--- src/rtl/rr_input_mux.sv ---
// rr_input_mux: registered N-channel operand mux feeding the ALU,
// with manual select or round-robin arbitration and valid/ready flow.
module rr_input_mux #(
  parameter  int WIDTH = 4,
  parameter  int N     = 4,
  localparam int SELW  = $clog2(N)
) (
  input  logic               clk,
  input  logic               rst,
  input  logic [N*WIDTH-1:0] i,
  input  logic [N-1:0]       i_valid,
  output logic [N-1:0]       i_ready,
  input  logic               mode,
  input  logic [SELW-1:0]    s,
  output logic [WIDTH-1:0]   y,
  output logic [SELW-1:0]    y_sel,
  output logic               y_valid,
  input  logic               y_ready
);

  localparam logic [SELW-1:0] LAST = SELW'(N - 1);

  typedef enum logic {
    EMPTY = 1'b0,
    FULL  = 1'b1
  } state_e;

  state_e           state_q, state_d;
  logic [WIDTH-1:0] y_q, y_d;
  logic [SELW-1:0]  sel_q, sel_d;
  logic [SELW-1:0]  ptr_q, ptr_d;

  logic [WIDTH-1:0] ch [N];
  logic             man_hit;
  logic             rr_hit;
  logic [SELW-1:0]  rr_gnt;
  logic [SELW-1:0]  idx;
  logic             hit;
  logic [SELW-1:0]  gnt;
  logic             load;
  logic             xfer;

  for (genvar k = 0; k < N; k++) begin : g_ch
    assign ch[k] = i[k*WIDTH +: WIDTH];
  end

  // Manual grant: s must name an existing channel that is pending
  assign man_hit = (int'(s) < N) && i_valid[s];

  // Round-robin search starting just after the last granted channel
  always_comb begin
    rr_hit = 1'b0;
    rr_gnt = '0;
    idx    = ptr_q;
    for (int k = 0; k < N; k++) begin
      idx = (idx == LAST) ? '0 : idx + SELW'(1);
      if (!rr_hit && i_valid[idx]) begin
        rr_hit = 1'b1;
        rr_gnt = idx;
      end
    end
  end

  assign hit  = mode ? rr_hit : man_hit;
  assign gnt  = mode ? rr_gnt : s;
  assign load = (state_q == EMPTY) || y_ready;
  assign xfer = load && hit;

  // State register: output word, its source index and the rr pointer
  always_ff @(posedge clk) begin
    if (rst) begin
      state_q <= EMPTY;
      y_q     <= '0;
      sel_q   <= '0;
      ptr_q   <= LAST;
    end else begin
      state_q <= state_d;
      y_q     <= y_d;
      sel_q   <= sel_d;
      ptr_q   <= ptr_d;
    end
  end

  // Next state: fill on grant, empty on drain without a replacement
  always_comb begin
    state_d = state_q;
    y_d     = y_q;
    sel_d   = sel_q;
    ptr_d   = ptr_q;
    unique case (state_q)
      EMPTY: if (hit) state_d = FULL;
      FULL:  if (y_ready && !hit) state_d = EMPTY;
    endcase
    if (xfer) begin
      y_d   = ch[gnt];
      sel_d = gnt;
      if (mode) ptr_d = gnt;
    end
  end

  // Outputs: one-hot ready toward the granted source only
  always_comb begin
    i_ready = '0;
    if (xfer && !rst) i_ready[gnt] = 1'b1;
  end

  assign y       = y_q;
  assign y_sel   = sel_q;
  assign y_valid = (state_q == FULL);

endmodule

--- config.mk ---
export PLATFORM = sky130hd
export DESIGN_NAME = rr_input_mux
export DESIGN_NICKNAME = d
export VERILOG_FILES = /design/src/rtl/rr_input_mux.sv
export SDC_FILE = /design/constraint.sdc
export NUM_CORES = 1
export LEC_CHECK = 0
export ABC_AREA = 1
export CAP_MARGIN = 5
export CORE_MARGIN = 2
export CORE_UTILIZATION = 43
export CTS_BUF_LIST = sky130_fd_sc_hd__clkbuf_2 sky130_fd_sc_hd__clkbuf_4 sky130_fd_sc_hd__clkbuf_8
export CTS_CLUSTER_DIAMETER = 200
export CTS_CLUSTER_SIZE = 8
export DETAILED_ROUTE_END_ITERATION = 8
export PLACE_DENSITY = 0.85
export SYNTH_ARGS = -nofsm -noshare
export SYNTH_HDL_FRONTEND = slang
export SYNTH_SLANG_ARGS = --single-unit
--- constraint.sdc ---
create_clock -name clk -period 3 [get_ports clk]
set_clock_uncertainty 0.1 [all_clocks]
set_input_delay 0.9 -clock clk [delete_from_list [all_inputs] [get_ports clk]]
set_output_delay 0.9 -clock clk [all_outputs]
set_load 0.005 [all_outputs]
======== After elaboration in Yosys (flattened, before gate mapping) ========
Cells that the tools add are included.
word-level totals
  bits in registers ....................... 9
  bits of input ports ..................... 26
  logic and storage cells ................. 69
cells by class
  $add $sub $neg .......................... 4
  order comparisons ....................... 8
  eq/ne operators ......................... 4
  muxes and demuxes ....................... 33
  bitwise logic cells ..................... 2
  reductions and logical operators ........ 14
operators by type and width
  cell                                                                           number
  2-bit by 3-bit less-than comparator with 1-bit output (second input constant)  6
  2-bit 2-to-1 mux                                                               9
  1-bit 2-to-1 mux                                                               13
  4-bit 2-to-1 mux                                                               3
  1-bit binary-select mux with 2-bit select                                      5
  2-bit by 1-bit adder with 2-bit output (second input constant)                 4
  4-bit binary-select mux with 2-bit select                                      1
  2-bit == test (second input constant)                                          4
  1-bit logical AND                                                              7
  1-bit logical NOT                                                              5
  3-bit >= comparator (second input constant)                                    1
  2-bit NOT with 3-bit output                                                    1
  1-bit demux with 2-bit select                                                  1
  2-bit by 1-bit >= comparator with 1-bit output (second input constant)         1
  1-bit case mux with 2 select lines                                             1
  2-bit AND reduction                                                            1
  1-bit logical OR                                                               1
  1-bit NOT                                                                      1

======== Logic depth before layout (Yosys ltp) ========
Gate-level depths: netlist (run 1).
  depth after elaboration ................. 20
  depth in mapped cells ................... 18
  mapped depth without buffers ............ 17

======== Worst setup path before layout (run 1) ========
Ideal clock, no wire load.
  path kind ............................... input port to output port
  start point ............................. input port i_valid[1]
  end point ............................... output port i_ready[0]
  data arrival time ....................... 1916 ps
  slack ................................... 84 ps
  stages on the path ...................... 11
  cells stage by stage .................... inv_1 -> nand2_1 -> nand3_1 -> nand2_2 -> inv_2 -> a21oi_1 -> nand2_1 -> nand3_2 -> nand2_4 -> buf_8 -> nor3_1
on the way
  word-level cells in the longest chain between the ends .. 18
RTL lines
  element                                                                                                                                        RTL line  text
  start: declaration                                                                                                                             11        input logic [N-1:0] i_valid,
  1-bit binary-select mux with 2-bit select                                                                                                      57        if (!rr_hit && i_valid[idx]) begin
  1-bit 2-to-1 mux (implied by the code)                                                                                                         57
  1-bit 2-to-1 mux                                                                                                                               57
  1-bit logical NOT                                                                                                                              57
  1-bit logical AND                                                                                                                              57
  1-bit 2-to-1 mux                                                                                                                               57
  1-bit logical NOT                                                                                                                              57
  1-bit logical AND                                                                                                                              57
  (+2 left out)                                                                                                                                  n/a
  1-bit logical AND                                                                                                                              57
  2-bit 2-to-1 mux                                                                                                                               57
  2-bit 2-to-1 mux                                                                                                                               65        assign gnt = mode ? rr_gnt : s;
  2-bit by 3-bit less-than comparator with 1-bit output (implied by the code) or 2-bit by 1-bit >= comparator with 1-bit output (tied branches)  104       if (xfer && !rst) i_ready[gnt] = 1'b1;
  1-bit logical AND (implied by the code)                                                                                                        104
  1-bit 2-to-1 mux (implied by the code)                                                                                                         104
  1-bit demux with 2-bit select                                                                                                                  104
  4-bit 2-to-1 mux (*)                                                                                                                           104
  end: declaration                                                                                                                               12        output logic [N-1:0] i_ready,
Mark *: on every way between the ends. The rest lies on a longest branch, timed or not. The select of a mux whose other input is x is not followed.

======== Worst setup path after layout (run 1) ========
  start point ............................. input port i_valid[2]
  end point ............................... output port i_ready[0]
Same word-level chain as after synthesis.

==> results_dict.tcl, run 1 <==
set metrics [dict create \
    rr_endpoint "y[1]$_SDFFE_PP0P_" \
    finalHoldViolations 0 \
    port_buffers 36 \
    rsz0062_at_grt "yes" \
    pwr-share-seq_pct 20.8 \
    gp_congestion 0.889 \
    grt-ovfl-total 0 \
    cts-hold-fix-buffers 0 \
    core_sq_um 1940 \
    cp.depth 13 \
    synth-seq-cells 9 \
    fin_area_sq_um 1600 \
    ioPinCount 37 \
    synth_area_leader_cell "dfxtp_1" \
    slew_headroom_pct 82.7 \
    cp-end-kind "output port" \
    critPathRequiredTime_ns 2.00 \
    path_cells "buf_8 > inv_2 > nand2_2 > nand3_2 > nand2_2 > inv_4 > a21oi_2 > nand2_1 > nand3_2 > nand2_4 > buf_6 > nor3_2 > buf_2" \
    max_stage_delay_ns 0.14 \
    std_cell_rows 16 \
    syn_nets 181 \
    cts.path.max_buffers 2 \
    syn_to_final_growth_pct 84.2 \
    reg2regPathDepth 17 \
    r2r_slack_ns 0.73 \
    max-cap-violations 0 \
    critical-path-top-delay-family "simple AND/OR/NAND/NOR gates" \
    vias 1264 \
    drive_gt1_share_pct 44.7 \
    min_to "ptr_q[1]$_SDFFE_PP1P_" \
    tns_ns -0.227 \
    fin_ws_ns -0.0755 \
    violations "setup timing" \
    power_switching_mw 0.299 \
    start_kind "input pin" \
    holdPathStages 2 \
    min_path_type "reg2reg" \
    final_cell_mix "28 x nand2_1, 25 x clkdlybuf4s50_1, 24 x nand2_2, 24 x buf_4, 21 x nand3_1" \
    min_period_ns 3.08 \
    sw_frac_of_total_pct 41.4 \
    min_period_over_period_pct 103 \
    synth_top_area_share_pct 20.7 \
    path_class "in2out" \
    ant_nets 0 \
    synthCells 154 \
    wl_per_cell_microns 12.1 \
    antenna_cells 0 \
    numCtsBuffers 3 \
    setup_viol 4 \
    die_h_microns 49 \
    drt_first_pass_iters 4 \
    ir_worst_vdd_mv 0.431 \
    path_max_fanout 6 \
    p_leak_nw 0.783 \
    seq_area_frac_synth_pct 20.7 \
    synth_area_leaders "dfxtp_1 21%, nand2_1 21%, nand3_1 14%" \
    syn_area_per_cell_sq_um 5.65 \
    cts-root-buf "clkbuf_4" \
    crit_path_top_delay_cell "nor3_2" \
    max_slew.worst_pin.slew_ns 0.258 \
    cts-htree-levels 1 \
    fmax_mhz 325 \
    antenna_found_initial 0 \
    power.share.combinational_pct 64.6 \
    cts.sinks 9 \
    status "complete, but fails checks" \
    clk_latency_ns 0.27 \
    place_area_sq_um 1380 \
    finalWirelength_microns 2980 \
    hpwl_microns 2100 \
    die_area_sq_um 2400 \
    grt_pass1_vias 1213 \
    drv_slew 0 \
    cts_tree "yes" \
    track_usage_pct 25.7 \
    fin_nets 247 \
    cp.arrival_ns 2.08 \
    worst_hold_slack_ns 0.424 \
    power.density_nw_per_um2 449 \
    avgViaCountPerCell 5.14 \
    synth.distinct_cells 20 \
    hp-start "ptr_q[1]$_SDFFE_PP1P_" \
    grt_first_pass_wirelength_microns 4880 \
    syn_area_sq_um 871 \
    intPower_mw 0.422 \
    initial_core_util_pct 44.8 \
    grt_max_degree 14 \
    drc 0 \
    drtIter0Drc 26 \
    yosysWarnings 0 \
    final_common_cell "nand2_1" \
    clkPwrFrac_pct 14.6 \
    fin_util_pct 82.6 \
    path_buf_inv 5 \
    path_clk_slew_ns 0.06 \
    fp.dieW_microns 49 \
    reg2reg_from "ptr_q[0]$_SDFFE_PP1P_" \
]
## routing by layer
metal	GRT usage (%)	routed length [microns]	up-vias
li1	-	-	630
met1	28.6	1240	584
met2	49.5	1560	44
met3	4.60	136	6
met4	6.67	43	0
met5	0	0	-
## power groups by stage
stage / combinational, mW / sequential (mW) / clock, mW
2_1_floorplan: 0.209 / 0.152 / 0
3_3_place_gp: 0.361 / 0.148 / 0
3_5_place_dp: 0.371 / 0.149 / 0
4_1_cts: 0.440 / 0.150 / 0.109
5_1_grt: 0.508 / 0.152 / 0.111
6_report: 0.466 / 0.150 / 0.105
## kinds of logic after synthesis
family,synth area share (%)
AO/OA/AOI/OAI,13.2
buffers and inverters,11.6
AND/OR/NAND/NOR,53.0
flip-flops,20.7
adder cells (fa/ha/maj),1.44
## area by class of cell
type | count | area [sq um]
multi-input combinational | 123 | 718
fill | 137 | 338
sequential | 9 | 183
clock buffer | 4 | 30.0
timing repair buffer | 63 | 554
tap | 27 | 33.8
inverter | 20 | 85.1
## timing repair
item,CTS,global route
buffers inserted,6,2
endpoints found under the setup margin,4,4
pin swaps,33,15
resized for setup,95,9
## worst max-delay path by stage
stage,start,endpoint,slack [ns]
2_1_floorplan,i_valid[1],i_ready[0],0.08
3_3_place_gp,i_valid[2],i_ready[3],-0.87
3_5_place_dp,i_valid[2],i_ready[1],-0.95
4_1_cts,i_valid[2],i_ready[1],-0.05
5_1_grt,i_valid[1],i_ready[0],-0.17
6_report,i_valid[2],i_ready[0],-0.08
## synthesized netlist by cell type (all sizes together)
cell   instances
dfxtp          9
nand4          4
nor3           4
inv           20
ha             1
nand3         25
o21ai         13
buf            2
nand2         56
nor2          13
a21oi          7
## metrics by stage
stage,instances,total power [mW],setup WS [ns]
after CTS,244,0.699,-0.0462
after detailed placement,234,0.520,-0.951
after global routing,246,0.771,-0.166
final,246,0.721,-0.0755
after global placement,234,0.509,-0.875
after floorplan,154,0.361,0.0842
## registers in the layout, indices dropped and copies added, names as in the netlist
name	flops
y	4
ptr_q	2
y_sel	2
y_valid	1
## tightest hold or removal path, stage by stage (launching register included)
cell and delay (ns):
dfxtp_2 0.36, a21oi_1 0.07, o21ai_0 0.06
Note: power is estimated with default switching activity, not from simulation.
==> run 2, diff against run 1 <==
--- a/config.mk
+++ b/config.mk
@@ -8,12 +8,12 @@
 export ABC_AREA = 1
 export CAP_MARGIN = 5
 export CORE_MARGIN = 2
-export CORE_UTILIZATION = 43
+export CORE_UTILIZATION = 47
 export CTS_BUF_LIST = sky130_fd_sc_hd__clkbuf_2 sky130_fd_sc_hd__clkbuf_4 sky130_fd_sc_hd__clkbuf_8
 export CTS_CLUSTER_DIAMETER = 200
 export CTS_CLUSTER_SIZE = 8
 export DETAILED_ROUTE_END_ITERATION = 8
-export PLACE_DENSITY = 0.85
+export PLACE_DENSITY = 0.91
 export SYNTH_ARGS = -nofsm -noshare
 export SYNTH_HDL_FRONTEND = slang
 export SYNTH_SLANG_ARGS = --single-unit
==> constraint.sdc (replaced) <==
create_clock -name clk -period 4 [get_ports clk]
set_clock_uncertainty 0.1 [all_clocks]
set_input_delay 1.2 -clock clk [delete_from_list [all_inputs] [get_ports clk]]
set_output_delay 1.2 -clock clk [all_outputs]
set_load 0.005 [all_outputs]
==> results_dict.tcl, run 2 (synthesized netlist as in run 1, its figures left out) <==
set metrics [dict create \
    antenna_found_initial 0 \
    grt-ovfl-total 0 \
    finalWirelength_microns 2900 \
    ioPinCount 37 \
    tns_ns 0 \
    drv_slew 0 \
    std_cell_rows 15 \
    largest_register_ffs 4 \
    grt_first_pass_wirelength_microns 4240 \
    finalHoldViolations 0 \
    ir_worst_vdd_mv 0.249 \
    clk_latency_ns 0.26 \
    core_sq_um 1730 \
    fp.dieW_microns 47.0 \
    start_kind "input pin" \
    max-cap-violations 0 \
    p_leak_nw 0.754 \
    slew_headroom_pct 78.6 \
    vias 1219 \
    ant_nets 0 \
    numCtsBuffers 3 \
    path_class "in2out" \
    track_usage_pct 26.5 \
    path_clk_slew_ns 0.06 \
    final_common_cell "nand2_1" \
    min_period_ns 3.95 \
    grt_pass1_vias 1046 \
    drt_first_pass_iters 4 \
    port_buffers 36 \
    fin_util_pct 84.6 \
    path_cells "dlygate4sd2_1 > inv_1 > nand2_1 > nand3_2 > nand2_2 > inv_4 > nand4_1 > nand2_1 > nand3_2 > nand2_4 > inv_2 > nor3_2 > buf_2" \
    final_cell_mix "40 x nand2_1, 25 x clkdlybuf4s50_1, 21 x nand3_1" \
    path_max_fanout 6 \
    initial_core_util_pct 50.4 \
    drive_gt1_share_pct 29.4 \
    cts.path.max_buffers 2 \
    status "finished, final reports clean" \
    min_to "ptr_q[1]$_SDFFE_PP1P_" \
    cts-root-buf "clkbuf_4" \
    critPathRequiredTime_ns 2.70 \
    crit_path_top_delay_cell "dlygate4sd2_1" \
    drc 0 \
    holdPathStages 2 \
    antenna_cells 0 \
    syn_to_final_growth_pct 67.8 \
    cp-end-kind "output port" \
    grt_max_degree 14 \
    hpwl_microns 2170 \
    reg2reg_from "ptr_q[0]$_SDFFE_PP1P_" \
    r2r_slack_ns 1.45 \
    cts-htree-levels 1 \
    fmax_mhz 253 \
    cts_tree "yes" \
    hp-start "ptr_q[1]$_SDFFE_PP1P_" \
    fin_nets 239 \
    cp.arrival_ns 2.65 \
    reg2regPathDepth 17 \
    wl_per_cell_microns 12.3 \
    power.density_nw_per_um2 335 \
    avgViaCountPerCell 5.17 \
    gp_congestion 0.904 \
    max_slew.worst_pin.slew_ns 0.320 \
    die_area_sq_um 2210 \
    min_period_over_period_pct 98.8 \
    min_path_type "reg2reg" \
    max_stage_delay_ns 0.26 \
    cts-hold-fix-buffers 0 \
    cts.sinks 9 \
    die_h_microns 47.0 \
    setup_viol 0 \
    rr_endpoint "y[1]$_SDFFE_PP0P_" \
    drtIter0Drc 43 \
]
==> run 2: cell types whose count changed in the layout (fill, tap and decap cells not counted), moves of 3 or more <==
cell,before,now
nand2_2,24,14
inv_1,9,14
buf_4,24,19
inv_4,4,1
dlygate4sd2_1,0,5
buf_6,7,0
nand2_1,28,40
==> run 2: timing repair <==
item	CTS	global route
resized for setup	38	10
setup endpoints to repair	4	4
pin swaps	9	5
endpoints found under the hold margin	0	0
setup buffers	3	0
==> run 2: through the flow <==
step / total power [mW] / cells / instance area, sq um / hold slack (ns) / worst slack [ns]
final: 0.490 / 236 / 1460 / 0.393 / 0.0481
after global routing: 0.527 / 236 / 1460 / 0.424 / -0.0315
after CTS: 0.475 / 236 / 1430 / 0.395 / 0.0613
after detailed placement: 0.384 / 229 / 1360 / 0.380 / -0.567
after global placement: 0.379 / 229 / 1360 / 0.377 / -0.599
after floorplan: 0.270 / 154 / 871 / 0.340 / 0.484
==> run 2: worst max path at each step <==
stage                    start  cells past startpoint         end  slack (ns)
detailed placement  i_valid[0]                     13  i_ready[3]       -0.57
global route        i_valid[0]                     13  i_ready[3]       -0.03
global placement    i_valid[0]                     13  i_ready[3]       -0.60
CTS                       s[1]                     10  i_ready[3]        0.06
floorplan           i_valid[1]                     11  i_ready[0]        0.48
finish              i_valid[2]                     13  i_ready[3]        0.05
==> run 2: power by group <==
group | internal, mW | switching, mW
sequential | 0.103 | 0.00916
clock | 0.0369 | 0.0347
combinational | 0.138 | 0.167
==> run 2: cell type report <==
type	instances	area, sq um
Clock buffer	3	22.5
Clock inverter	1	5.00
Fill cell	112	265
Inverter	20	77.6
Multi-Input combinational cell	123	663
Sequential cell	9	180
Tap cell	25	31.3
Timing Repair Buffer	55	482
==> run 2: critical path: cells and delay by family <==
kind	cells	cell delay [ns]
simple gates	8	0.84
buf+inv	5	0.61
==> run 2: per-layer routing <==
metal	global-route usage (%)	part of all wire [%]
met2	49.6	54
met3	6.15	5.4
met4	1.67	0.62
met5	0	0
met1	32.0	40
==> run 3, diff against run 2 <==
--- a/config.mk
+++ b/config.mk
@@ -8,12 +8,12 @@
 export ABC_AREA = 1
 export CAP_MARGIN = 5
 export CORE_MARGIN = 2
-export CORE_UTILIZATION = 47
-export CTS_BUF_LIST = sky130_fd_sc_hd__clkbuf_2 sky130_fd_sc_hd__clkbuf_4 sky130_fd_sc_hd__clkbuf_8
+export CORE_UTILIZATION = 45
+export CTS_BUF_LIST = sky130_fd_sc_hd__clkbuf_16
 export CTS_CLUSTER_DIAMETER = 200
 export CTS_CLUSTER_SIZE = 8
 export DETAILED_ROUTE_END_ITERATION = 8
-export PLACE_DENSITY = 0.91
+export PLACE_DENSITY = 0.88
 export SYNTH_ARGS = -nofsm -noshare
 export SYNTH_HDL_FRONTEND = slang
 export SYNTH_SLANG_ARGS = --single-unit
==> results_dict.tcl, run 3 (synthesized netlist as in run 1, its figures left out) <==
set metrics [dict create \
    status "finished, final reports clean" \
    fin_util_pct 86.8 \
    min_period_over_period_pct 99.1 \
    cp.arrival_ns 2.66 \
    slew_headroom_pct 80.8 \
    power.density_nw_per_um2 391 \
    sw_frac_of_total_pct 38.4 \
    path_cells "dlygate4sd2_1 > nand2_1 > nand2_2 > inv_1 > nand2_1 > nand2_2 > buf_4 > nand4_1 > nand4_1 > nand2_2 > nor3_2 > buf_2" \
    grt-ovfl-total 0 \
    cts-root-buf "clkbuf_16" \
    reg2regPathDepth 16 \
    grt_busiest_layer "met2" \
    ant_nets 0 \
    antenna_found_initial 0 \
    fp.dieW_microns 48.0 \
    reg2reg_from "ptr_q[0]$_SDFFE_PP1P_" \
    cts.path.max_buffers 2 \
    largest_register_ffs 4 \
    wl_per_cell_microns 14.4 \
    critPathMostFrequentCell "nand2_2" \
    drive_gt1_share_pct 34.0 \
    start_kind "input pin" \
    power_mw 0.598 \
    numCtsBuffers 3 \
    path_max_fanout 4 \
    power_switching_mw 0.230 \
    cts-hold-fix-buffers 0 \
    finalHoldViolations 0 \
    avgViaCountPerCell 5.52 \
    path_class "in2out" \
    track_usage_pct 33.7 \
    die_h_microns 48.0 \
    path_clk_slew_ns 0.04 \
    drc 0 \
    ir_worst_vdd_mv 0.396 \
    fmax_mhz 252 \
    max-cap-violations 0 \
    multi_input_area_sq_um 694 \
    cts.sinks 9 \
    place_area_sq_um 1340 \
    drv_slew 0 \
    syn_to_final_growth_pct 75.9 \
    drt_first_pass_iters 4 \
    critPathRequiredTime_ns 2.70 \
    final_common_cell "nand2_1" \
    met1_usage_pct 40.4 \
    regArea_sq_um 181 \
    hpwl_microns 2320 \
    vias 1291 \
    hp-start "ptr_q[1]$_SDFFE_PP1P_" \
    setup_viol 0 \
    pwr-share-seq_pct 19.0 \
    grt_pass1_vias 1150 \
    grt_use_met3_pct 4.53 \
    crit_path_top_delay_cell "dlygate4sd2_1" \
    finalWirelength_microns 3370 \
    core_sq_um 1760 \
    rr_endpoint "y[3]$_SDFFE_PP0P_" \
    initial_core_util_pct 49.4 \
    fin_area_sq_um 1530 \
    holdPathStages 2 \
    min_period_ns 3.96 \
    instances_no_fill 234 \
    die_area_sq_um 2300 \
    min_to "ptr_q[1]$_SDFFE_PP1P_" \
    p_leak_nw 0.767 \
    dp_cells 227 \
    grt_max_degree 14 \
    n_fill_cell 104 \
    pre_cts_ws_ns -0.557 \
    fin_ws_ns 0.0357 \
    intPower_mw 0.369 \
    max_stage_delay_ns 0.25 \
    clkPwrFrac_pct 28.5 \
    grt_first_pass_wirelength_microns 5240 \
    min_path_type "reg2reg" \
    std_cell_rows 15 \
    fin_nets 237 \
    port_buffers 36 \
    antenna_cells 0 \
    cp-end-kind "output port" \
    r2r_slack_ns 1.30 \
    max_slew.worst_pin.slew_ns 0.287 \
    gp_congestion 0.840 \
    drtIter0Drc 42 \
    ioPinCount 37 \
    clk_latency_ns 0.23 \
    use_met2_pct 58.1 \
    final_cell_mix "34 x nand2_1, 25 x clkdlybuf4s50_1, 20 x nand2_2, 20 x nand3_1, 17 x buf_4" \
    cts_tree "yes" \
    cts-htree-levels 1 \
    power.share.combinational_pct 52.5 \
]
-- run 3: power by group through the flow --
stage,Combinational [mW],Clock [mW],Sequential (mW)
2_1_floorplan,0.157,0,0.114
3_3_place_gp,0.253,0,0.113
3_5_place_dp,0.264,0,0.114
4_1_cts,0.283,0.174,0.113
5_1_grt,0.339,0.176,0.114
6_report,0.314,0.171,0.114
-- run 3: worst max path at each step --
stage | startpoint | to | slack, ns | depth (start not counted)
global placement | i_valid[2] | i_ready[3] | -0.46 | 12
CTS | s[0] | i_ready[3] | 0.04 | 9
detailed placement | i_valid[3] | i_ready[3] | -0.56 | 12
global route | i_valid[1] | i_ready[2] | -0.03 | 11
finish | i_valid[1] | i_ready[2] | 0.04 | 12
floorplan | i_valid[1] | i_ready[0] | 0.48 | 11
-- run 3: cell type report --
cell class | instances | share of cell area [%]
timing repair buffer | 53 | 30.4
clock buffer | 3 | 4.90
sequential | 9 | 11.8
clock inverter | 1 | 0.245
multi-input combinational | 123 | 45.3
tap | 25 | 2.04
inverter | 20 | 5.23
-- run 3: critical path: cells and delay by family --
family                 cells  cell delay [ns]
and+or+nand+nor            8             0.87
buffers and inverters      4             0.59
-- run 3: layer usage --
layer	part of all wire (%)	vias to the layer above
met1	37	588
met2	51	78
li1	-	609
met3	7.7	16
met4	4.0	0
met5	0	-
-- run 3: repair_timing --
item | CTS | global route
endpoints found under the setup margin | 4 | 4
setup buffers | 2 | 1
resized for setup | 41 | 24
pin swaps | 9 | 17
-- run 3: through the flow --
stage | hold slack, ns | TNS, ns
after detailed placement | 0.375 | -2.09
after floorplan | 0.340 | 0
after global placement | 0.368 | -1.79
final | 0.416 | 0
after CTS | 0.394 | 0
after global routing | 0.427 | -0.0273
